--- config.mk ---
export PLATFORM = sky130hd
export DESIGN_NAME = serial_subtractor
export DESIGN_NICKNAME = d
export VERILOG_FILES = /design/src/rtl/serial_subtractor.sv
export SDC_FILE = /design/constraint.sdc
export NUM_CORES = 1
export LEC_CHECK = 0
export ABC_AREA = 1
export BUFFER_PORTS_ARGS = -buffer_cell sky130_fd_sc_hd__buf_4
export CAP_MARGIN = 10
export CORE_MARGIN = 10
export CORE_UTILIZATION = 40
export CTS_BUF_LIST = sky130_fd_sc_hd__clkbuf_16
export DETAILED_ROUTE_END_ITERATION = 6
export PLACE_DENSITY = 0.58
export SYNTH_ARGS = -nofsm -noshare
export SYNTH_HDL_FRONTEND = slang
export SYNTH_SLANG_ARGS = --single-unit
--- constraint.sdc ---
create_clock -name clk -period 2.8 [get_ports clk]
set_input_delay 0.14 -clock clk [delete_from_list [all_inputs] [get_ports clk]]
set_output_delay 0.14 -clock clk [all_outputs]
set_load 0.02 [all_outputs]
--- src/rtl/serial_subtractor.sv ---
// Bit-serial unsigned subtractor: computes a - b one bit per clock, LSB first,
// and presents a registered difference and borrow-out with a one-cycle done pulse.
module serial_subtractor #(
    parameter int WIDTH = 8
) (
    input  logic             clk,
    input  logic             rst_n,
    input  logic             start,
    input  logic [WIDTH-1:0] a,
    input  logic [WIDTH-1:0] b,
    output logic             busy,
    output logic             done,
    output logic [WIDTH-1:0] difference,
    output logic             borrow,
    output logic             dbg_state
);

    // Handshake: start is a request that is accepted on any rising edge where the
    // block is not busy (including the done cycle); requests while busy are dropped,
    // never queued. done is a single-cycle strobe qualifying difference/borrow,
    // which otherwise hold their last completed value.

    localparam int CW = (WIDTH > 1) ? $clog2(WIDTH) : 1;

    typedef enum logic {
        IDLE = 1'b0,
        RUN  = 1'b1
    } state_t;

    state_t           r_state;
    logic [WIDTH-1:0] r_a;
    logic [WIDTH-1:0] r_b;
    logic [WIDTH-1:0] r_res;
    logic             r_br;
    logic [CW-1:0]    r_cnt;

    logic             w_a0;
    logic             w_b0;
    logic             w_d;
    logic             w_br_next;
    logic             w_last;

    assign w_a0      = r_a[0];
    assign w_b0      = r_b[0];
    assign w_d       = w_a0 ^ w_b0 ^ r_br;
    assign w_br_next = (~w_a0 & w_b0) | (~(w_a0 ^ w_b0) & r_br);
    assign w_last    = (r_cnt == CW'(WIDTH - 1));
    assign dbg_state = r_state;

    always_ff @(posedge clk or negedge rst_n) begin
        if (!rst_n) begin
            r_state    <= IDLE;
            r_a        <= '0;
            r_b        <= '0;
            r_res      <= '0;
            r_br       <= 1'b0;
            r_cnt      <= '0;
            busy       <= 1'b0;
            done       <= 1'b0;
            difference <= '0;
            borrow     <= 1'b0;
        end else begin
            case (r_state)
                IDLE: begin
                    done <= 1'b0;
                    if (start) begin
                        r_a     <= a;
                        r_b     <= b;
                        r_br    <= 1'b0;
                        r_cnt   <= '0;
                        busy    <= 1'b1;
                        r_state <= RUN;
                    end
                end
                RUN: begin
                    // Result fills from the MSB side so bit 0 lands at the LSB after WIDTH shifts.
                    r_a   <= r_a >> 1;
                    r_b   <= r_b >> 1;
                    r_br  <= w_br_next;
                    r_res <= {w_d, r_res[WIDTH-1:1]};
                    r_cnt <= r_cnt + CW'(1);
                    if (w_last) begin
                        difference <= {w_d, r_res[WIDTH-1:1]};
                        borrow     <= w_br_next;
                        done       <= 1'b1;
                        busy       <= 1'b0;
                        r_state    <= IDLE;
                    end
                end
                default: begin
                    r_state <= IDLE;
                    busy    <= 1'b0;
                    done    <= 1'b0;
                end
            endcase
        end
    end

endmodule

Word-level counts from Yosys, hierarchy flattened:

Cells that the tools add are included.

* reductions and logical operators: 2
* bitwise logic cells: 8
* multiplexer cells: 16
* add/subtract/negate cells: 1
* equality and inequality tests: 3

Operators by type and width (number)
* $pmux W8 S2: 2
* $mux W8: 2
* $pmux W1 S2: 4
* $mux W1: 6
* $pmux W3 S2: 1
* $reduce_and A2 Y1: 2
* $add A3 B1 Y3 const B: 1
* $eq A3 B3 Y1 const B: 1
* $mux W3: 1
* $not A1 Y1: 3
* $and A1 B1 Y1: 2
* $ne A2 B1 Y1 const B: 1
* $ne A2 B2 Y1 const B: 1
* $xor A1 B1 Y1: 2
* $or A1 B1 Y1: 1

* bits in registers: 40
* bits of input ports: 19
* word-level logic and storage cells: 40

Logic depth before layout (Yosys ltp):

Gate-level depths: netlist of the first run.

* word-level depth: 5
* gate-level depth with buffers: 6
* mapped depth without buffers: 5

Worst setup path after synthesis of the first run:

No wires, ideal clock.

* path type: register -> register
* start: reg r_cnt[0]
* end: reg difference[6]
* required time: 2.726 ns
* library setup time: 0.074 ns
* path buffers: 1
* arrival: 1.184 ns
* period minus slack after synthesis: 1.258 ns
* stages on the path, launching flop included: 7
* path slack: 1.542 ns
* cell sequence: dfrtp_1 -> ha_1 -> ha_1 -> nand2_4 -> buf_6 -> nand2_2 -> o21ai_2

* word-level cells in the longest chain between the ends: 2

RTL lines
* start, declared: RTL line 35 `logic [CW-1:0] r_cnt;`
* start signal, assigned: RTL line 81 `r_cnt <= r_cnt + CW'(1);`
* $eq A3 B3 Y1: RTL line 47 `assign w_last = (r_cnt == CW'(WIDTH - 1));`
* $reduce_and A2 Y1 (no line)
* end signal, assigned: RTL line 83 `difference <= {w_d, r_res[WIDTH-1:1]};`
* end, declared: RTL line 13 `output logic [WIDTH-1:0] difference,`

Every way passes these cells.
A chain may end at the register's enable or synchronous reset.

Worst setup path in the final report of the first run:

* start: reg r_state, in the netlist dbg_state
* end: reg r_b[0]

* word-level cells in the longest chain between the ends: 2
* elaborated cells on any way between the ends: 3
* those cells by class: eq/ne (1); mux (1); bitwise (1)

RTL lines
* start, declared: RTL line 30 `state_t r_state;`
* start signal, assigned: RTL line 52 `r_state <= IDLE;`
* start signal, assigned: RTL line 72 `r_state <= RUN;`
* start signal, assigned: RTL line 87 `r_state <= IDLE;`
* $not A1 Y1
* $pmux W8 S2 or $ne A2 B2 Y1 (tied branches)
* end signal, assigned: RTL line 78 `r_b <= r_b >> 1;`
* end, declared: RTL line 32 `logic [WIDTH-1:0] r_b;`

Parallel ways exist; a longest one is shown, timed or not.

==> results of run 1 <==
==> flip-flops by register name, indices dropped and copies added (netlist names), 3 cells and up <==
| signal | count |
|---|---|
| r_a | 8 |
| r_res | 7 |
| r_cnt | 3 |
| r_b | 8 |
| difference | 8 |
==> logic make-up after synthesis <==
kind of cell | after synthesis | synth area share, %
buffers and inverters | 22 | 8.658
adder cells (fa/ha/maj) | 4 | 3.319
AO/OA/AOI/OAI | 19 | 8.008
AND/OR/NAND/NOR | 94 | 23.74
flip-flops | 39 | 56.28
==> per-layer routing <==
layer,GRT usage (%),vias up
li1,-,631
met5,0,-
met3,5.298,4
met4,3.144,0
met1,9.955,581
met2,15.53,30
==> cell type report <==
| cell class | instances | share of cell area (%) |
|---|---|---|
| Clock inverter | 3 | 0.7251 |
| Tap cell | 50 | 3.021 |
| Multi-Input combinational cell | 117 | 29.37 |
| Clock buffer | 5 | 6.042 |
| Sequential cell | 39 | 47.13 |
| Inverter | 11 | 1.994 |
| Timing Repair Buffer | 32 | 11.72 |
==> worst max path at each step <==
stage	depth (start not counted)	endpoint
2_1_floorplan	6	difference[6]
3_3_place_gp	3	dbg_state
3_5_place_dp	3	r_b[0]
4_1_cts	3	r_b[0]
5_1_grt	3	r_b[0]
6_report	3	r_b[0]
==> Yosys cell counts, drive strengths merged <==
cell type | count | area (um2)
nand3 | 31 | 155.2
a21boi | 1 | 11.26
nand2 | 62 | 245.2
dfrtp | 39 | 975.9
ha | 3 | 37.54
nor2 | 1 | 11.26
fa | 1 | 20.02
inv | 11 | 41.29
o21ai | 18 | 127.6
buf | 11 | 108.9
==> stage by stage <==
| step | hold slack [ns] | utilization [%] | cells | setup slack [ns] |
|---|---|---|---|---|
| after floorplan | -0.1556 | - | 178 | 1.542 |
| after global placement | 0.1385 | 47.00 | 248 | 1.355 |
| after detailed placement | 0.1405 | 47.00 | 248 | 1.299 |
| after CTS | 0.08802 | 50.67 | 257 | 1.296 |
| after global routing | 0.1101 | 50.67 | 257 | 1.171 |
| final | 0.09529 | 50.67 | 257 | 1.308 |
==> tightest hold or removal path: cells and delay by family <==
family	cells	cell delay, ns
buf+inv	1	0.08
simple gates	2	0.12
==> where the power goes <==
part,switching [mW],internal (mW)
sequential,0.163,0.807
combinational,0.459,0.324
clock,0.209,0.324
==> out/qor.csv, run 1 <==
stage;metric;value;unit
floorplanning;row_count;23;
setup_path;r2r-start;dbg_state;
clocking;clock_latency;0.28;ns
floorplanning;die_area;0.007369;mm2
setup_path;critical-path-top-delay-family;flip-flops;
setup_path;path_class;flop to flop;
timing;fmax;670.2;MHz
power_and_ir_drop;power.leakage;1.053;nW
timing;period_share;53.29;%
setup_path;cpMostUsedCell;nand3_1;
min_path;hold_path_end;r_a[7];
logic_synthesis;syn_area;0.001734;mm2
routing;first_pass_iters;4;
routing;highest_layer;met4;
finish;multi_input_area;608.1;um2
clocking;cts_max_path_buffers;2;
logic_synthesis;synth_warnings;0;
routing;routed-wl-met3;272;um
clocking;tritoncts;done;
floorplanning;die_h;85.85;um
setup_path;r2r-end;r_b[0];
clocking;cts_setup_buffers;0;
clocking;cts_made_buffers;5;
floorplanning;io_pins;31;
logic_synthesis;ys_ff_latch;39;
logic_synthesis;synth_fp_nets;201;
routing;wl;3.268;mm
power_and_ir_drop;ir_drop;0.0004636;V
power_and_ir_drop;power.total;2.288;mW
placement;dp_hpwl;2.255;mm
global_routing;grt_max_degree;40;
clocking;post_cts_resize_count;0;
logic_synthesis;synth_cells;178;
routing;vias;1246;
setup_path;critPathCaptureType;flop;
timing;drv_slew;0;
setup_path;slowest_stage;dfrtp_1;
finish;seq_area;975.9;um2
timing;rsz0062_at_grt;no;
finish;layout-drive-gt1-share;26.57;%
finish;final_area;0.002071;mm2
timing;finalSetupViolCount;0;
finish;nets;229;
setup_path;critPathLaunchType;flop;
min_path;whs_path_depth;3;
floorplanning;placeableCoreArea;0.004086;mm2
routing;drtIter0Drc;62;
timing;skew;0.004025;ns
routing;drc;0;
setup_path;crit_arrival;1.65;ns
setup_path;crit_fanout;20;
floorplanning;initial_core_util;42.44;%
run;maxCapViolCount;0;
routing;detail-route-antenna-nets;0;
clocking;root_buffer;clkbuf_16;
timing;setup-tns-final;0;ns
min_path;hp-start;a[7];
clocking;postCtsHoldBufs;1;
logic_synthesis;synth_cell_types;16;
min_path;hp-class;primary input to flop;
floorplanning;chipWidth;85.85;um
routing;vias_per_cell;4.848;
finish;most-common-layout-cells;nand2_1 (59), dfrtp_1 (39), nand3_1 (31), buf_4 (31);
finish;syn_to_final_growth;19.41;%
setup_path;crit_buf_inv;1;
logic_synthesis;syn_avg_cell_area;9.742;um2
timing;hold_viol;0;
setup_path;cpPeakStageDelay;0.79;ns
routing;route.detailed.wl_per_inst;12.72;um
routing;dr_wl_met2;1.563;mm
clocking;clock-sinks;39;
logic_synthesis;seq_area_frac_synth;56.28;%
power_and_ir_drop;powerDensity;1105;mW/mm2
outcome;outcome;completed;
finish;fill_cells;397;
setup_path;setup.worst_path.start;dbg_state;
timing;worst_pin_slew;0.7011;ns
finish;antenna-diode-count;0;
setup_path;r2r_cells;3;
setup_path;r2r_slack;1.31;ns
clocking;htreeDepth;2;
finish;final_common_cell;nand2_1;
global_routing;grt_usage;9.426;%
setup_path;crit_chain;inv_2 > nand3_1 > nand3_1;
placement;portBuffers;30;
global_routing;grt_pass1_wl;5.699;mm
timing;post-route-min-period;1.492;ns
timing;slew-limit-headroom;53.26;%
routing;wl_met1;1.404;mm
clocking;cts.clk_slew.worst_paths;0.06;ns
placement;postPlaceCellArea;0.001921;mm2
global_routing;antenna_found_initial;0;
global_routing;overflow;0;
setup_path;required;2.95;ns
placement;routabilityCongestion;0.7621;
global_routing;grt_pass1_vias;1268;
No activity file was read; power rests on OpenSTA's default activity.
==> inputs of run 2 (changes only) <==
--- a/config.mk
+++ b/config.mk
@@ -12,7 +12,7 @@
 export CORE_UTILIZATION = 40
 export CTS_BUF_LIST = sky130_fd_sc_hd__clkbuf_16
 export DETAILED_ROUTE_END_ITERATION = 6
-export PLACE_DENSITY = 0.58
+export PLACE_DENSITY = 0.61
 export SYNTH_ARGS = -nofsm -noshare
 export SYNTH_HDL_FRONTEND = slang
 export SYNTH_SLANG_ARGS = --single-unit
==> constraint.sdc (replaced) <==
create_clock -name clk -period 1.33 [get_ports clk]
set_input_delay 0.0665 -clock clk [delete_from_list [all_inputs] [get_ports clk]]
set_output_delay 0.0665 -clock clk [all_outputs]
set_load 0.02 [all_outputs]
==> run 2 against run 1 <==
Against the previous run:
- sequential power is 110% higher
- clock skew is 0.0013 ns lower
- power is 120% higher
- global-route usage is 0.72 points higher
- core utilization is 1.7 points higher
- sequential cell count stayed put
- first-iteration DRC count is 9.7% lower
- combinational power is 130% higher
- hold slack worse by 0.075 ns
- critical path depth is 1 lower
- cell area is 3.4% higher
- worst setup slack worse by 1.2 ns
- critical endpoint is now dbg_state
- largest cell class unchanged
==> out/qor.csv, run 2 (synthesis results as in run 1) <==
stage;metric;value;unit
outcome;outcome;completed;
global_routing;overflow;0;
setup_path;crit_chain;buf_6 > buf_4;
routing;drtIter0Drc;56;
setup_path;cpPeakStageDelay;0.46;ns
global_routing;gr-usage-met1;11.69;%
timing;drv_slew;0;
setup_path;critical-path-top-delay-family;flip-flops;
setup_path;crit_arrival;1.19;ns
finish;antenna-diode-count;0;
global_routing;busiest_layer;met2;
clocking;cts.clk_slew.worst_paths;0.05;ns
power_and_ir_drop;p_int;3.305;mW
setup_path;worst-path-stages;2;
power_and_ir_drop;powerDensity;2380;mW/mm2
power_and_ir_drop;p_clk_share;25.9;%
timing;worst_pin_slew;0.4918;ns
floorplanning;row_count;23;
floorplanning;io_pins;31;
power_and_ir_drop;swShare;35.18;%
timing;post-route-min-period;1.259;ns
timing;slew-limit-headroom;67.21;%
placement;postPlaceCellArea;0.001951;mm2
global_routing;grt_max_degree;40;
power_and_ir_drop;combinationalPowerShare;35.0;%
timing;setup-tns-final;0;ns
timing;finalSetupViolCount;0;
timing;skew;0.002724;ns
clocking;tritoncts;done;
clocking;cts_max_path_buffers;2;
global_routing;grt_usage;10.15;%
floorplanning;die_area;0.007369;mm2
clocking;cts_made_buffers;5;
routing;vias_per_cell;4.885;
placement;portBuffers;30;
placement;routabilityCongestion;0.7492;
routing;wl;3.460;mm
finish;most-common-layout-cells;nand2_1 (59), dfrtp_1 (39), buf_4 (34);
power_and_ir_drop;seq_power_share;39.1;%
routing;first_pass_iters;5;
timing;rsz0062_at_grt;no;
setup_path;critPathCaptureType;output port;
power_and_ir_drop;power.leakage;1.086;nW
setup_path;required;1.26;ns
setup_path;crit_fanout;28;
floorplanning;placeableCoreArea;0.004086;mm2
timing;period_share;94.68;%
routing;route.detailed.wl_per_inst;13.21;um
floorplanning;die_h;85.85;um
global_routing;antenna_found_initial;0;
run;maxCapViolCount;0;
finish;layout-drive-gt1-share;28.30;%
timing;fmax;794.1;MHz
power_and_ir_drop;p_switching;1.794;mW
clocking;htreeDepth;2;
floorplanning;initial_core_util;42.44;%
clocking;clock_latency;0.28;ns
finish;top_regs;difference: 8 flops, r_a: 8 flops, r_b: 8 flops;
global_routing;grt_pass1_vias;1333;
setup_path;crit_buf_inv;2;
timing;whs;0.01979;ns
finish;syn_to_final_growth;23.52;%
finish;nets;234;
global_routing;use_met2;16.21;%
routing;vias;1280;
setup_path;path_class;flop to output port;
power_and_ir_drop;power.total;5.099;mW
timing;hold_viol;0;
routing;detail-route-antenna-nets;0;
setup_path;r2r_cells;5;
min_path;hp-class;primary input to flop;
finish;final_common_cell;nand2_1;
setup_path;slowest_stage;dfrtp_1;
finish;final_area;0.002142;mm2
global_routing;met3_usage;4.352;%
floorplanning;chipWidth;85.85;um
power_and_ir_drop;ir_drop;0.001067;V
global_routing;grt_pass1_wl;6.106;mm
min_path;whs_path_depth;3;
setup_path;critPathLaunchType;flop;
clocking;clock-sinks;39;
clocking;root_buffer;clkbuf_16;
routing;drc;0;
placement;dp_hpwl;2.366;mm
[run 2: changes by cell type in the layout (fill, tap and decap cells not counted)]
cell       before  now
ha_2            0    1
buf_6           0    1
buf_4          31   34
bufinv_16       0    1
ha_1            3    2
clkinv_1        0    1
clkinv_2        3    1
nand2_4         1    2
[run 2: power groups by stage]
stage          Sequential (mW)  Combinational [mW]  Clock (mW)
6_report                  2.00                1.79        1.32
5_1_grt                   2.06                2.05        1.40
4_1_cts                   2.00                1.84        1.34
3_5_place_dp              2.01                1.78           0
3_3_place_gp              1.99                1.72           0
2_1_floorplan             2.14                1.16           0
[run 2: worst reg2reg max path, delay by kind of cell, from the launching register on]
kind,cells,cell delay [ns]
adder cells (fa/ha/maj),2,0.47
flip-flops,1,0.38
AND/OR/NAND/NOR,2,0.22
AO/OA/AOI/OAI,1,0.06
[run 2: stage by stage]
stage | setup slack (ns) | std cells | util [%]
2_1_floorplan | 0.07233 | 178 | -
3_3_place_gp | 0.05767 | 252 | 47.73
3_5_place_dp | -0.006200 | 252 | 47.73
4_1_cts | 0.05274 | 262 | 52.42
5_1_grt | 0.005157 | 262 | 52.42
6_report | 0.07070 | 262 | 52.42
[run 2: path summary, 6_finish.rpt]
kind                            startpoint   endpoint  slack [ns]
worst max-delay path             dbg_state  dbg_state        0.07
worst max register to register    r_cnt[0]     borrow        0.09
min in group asynchronous            rst_n   r_res[1]        0.29
worst min register to register      r_a[7]     r_a[7]        0.47
worst min-delay path                  a[7]     r_a[7]        0.02
max in group asynchronous            rst_n     r_a[5]        0.69
[run 2: layout make-up]
type                       count  area [um2]
fill                         397        1944
clock inverter                 3       38.79
timing repair buffer          36       276.5
tap                           50       62.56
inverter                      11       41.29
multi-input combinational    118       621.8
clock buffer                   5       125.1
sequential                    39       975.9
[run 2: metal layers]
layer	up-vias	share of wire, %
met4	0	1.5
met1	605	43
li1	637	-
met2	32	47
met5	-	0
met3	6	7.9
[run 2: what timing repair did]
item	in CTS	in global routing
gates resized for setup	3	0
setup endpoints to repair	4	0
endpoints found under the hold margin	39	0
buffers inserted	0	0
hold buffers	1	0
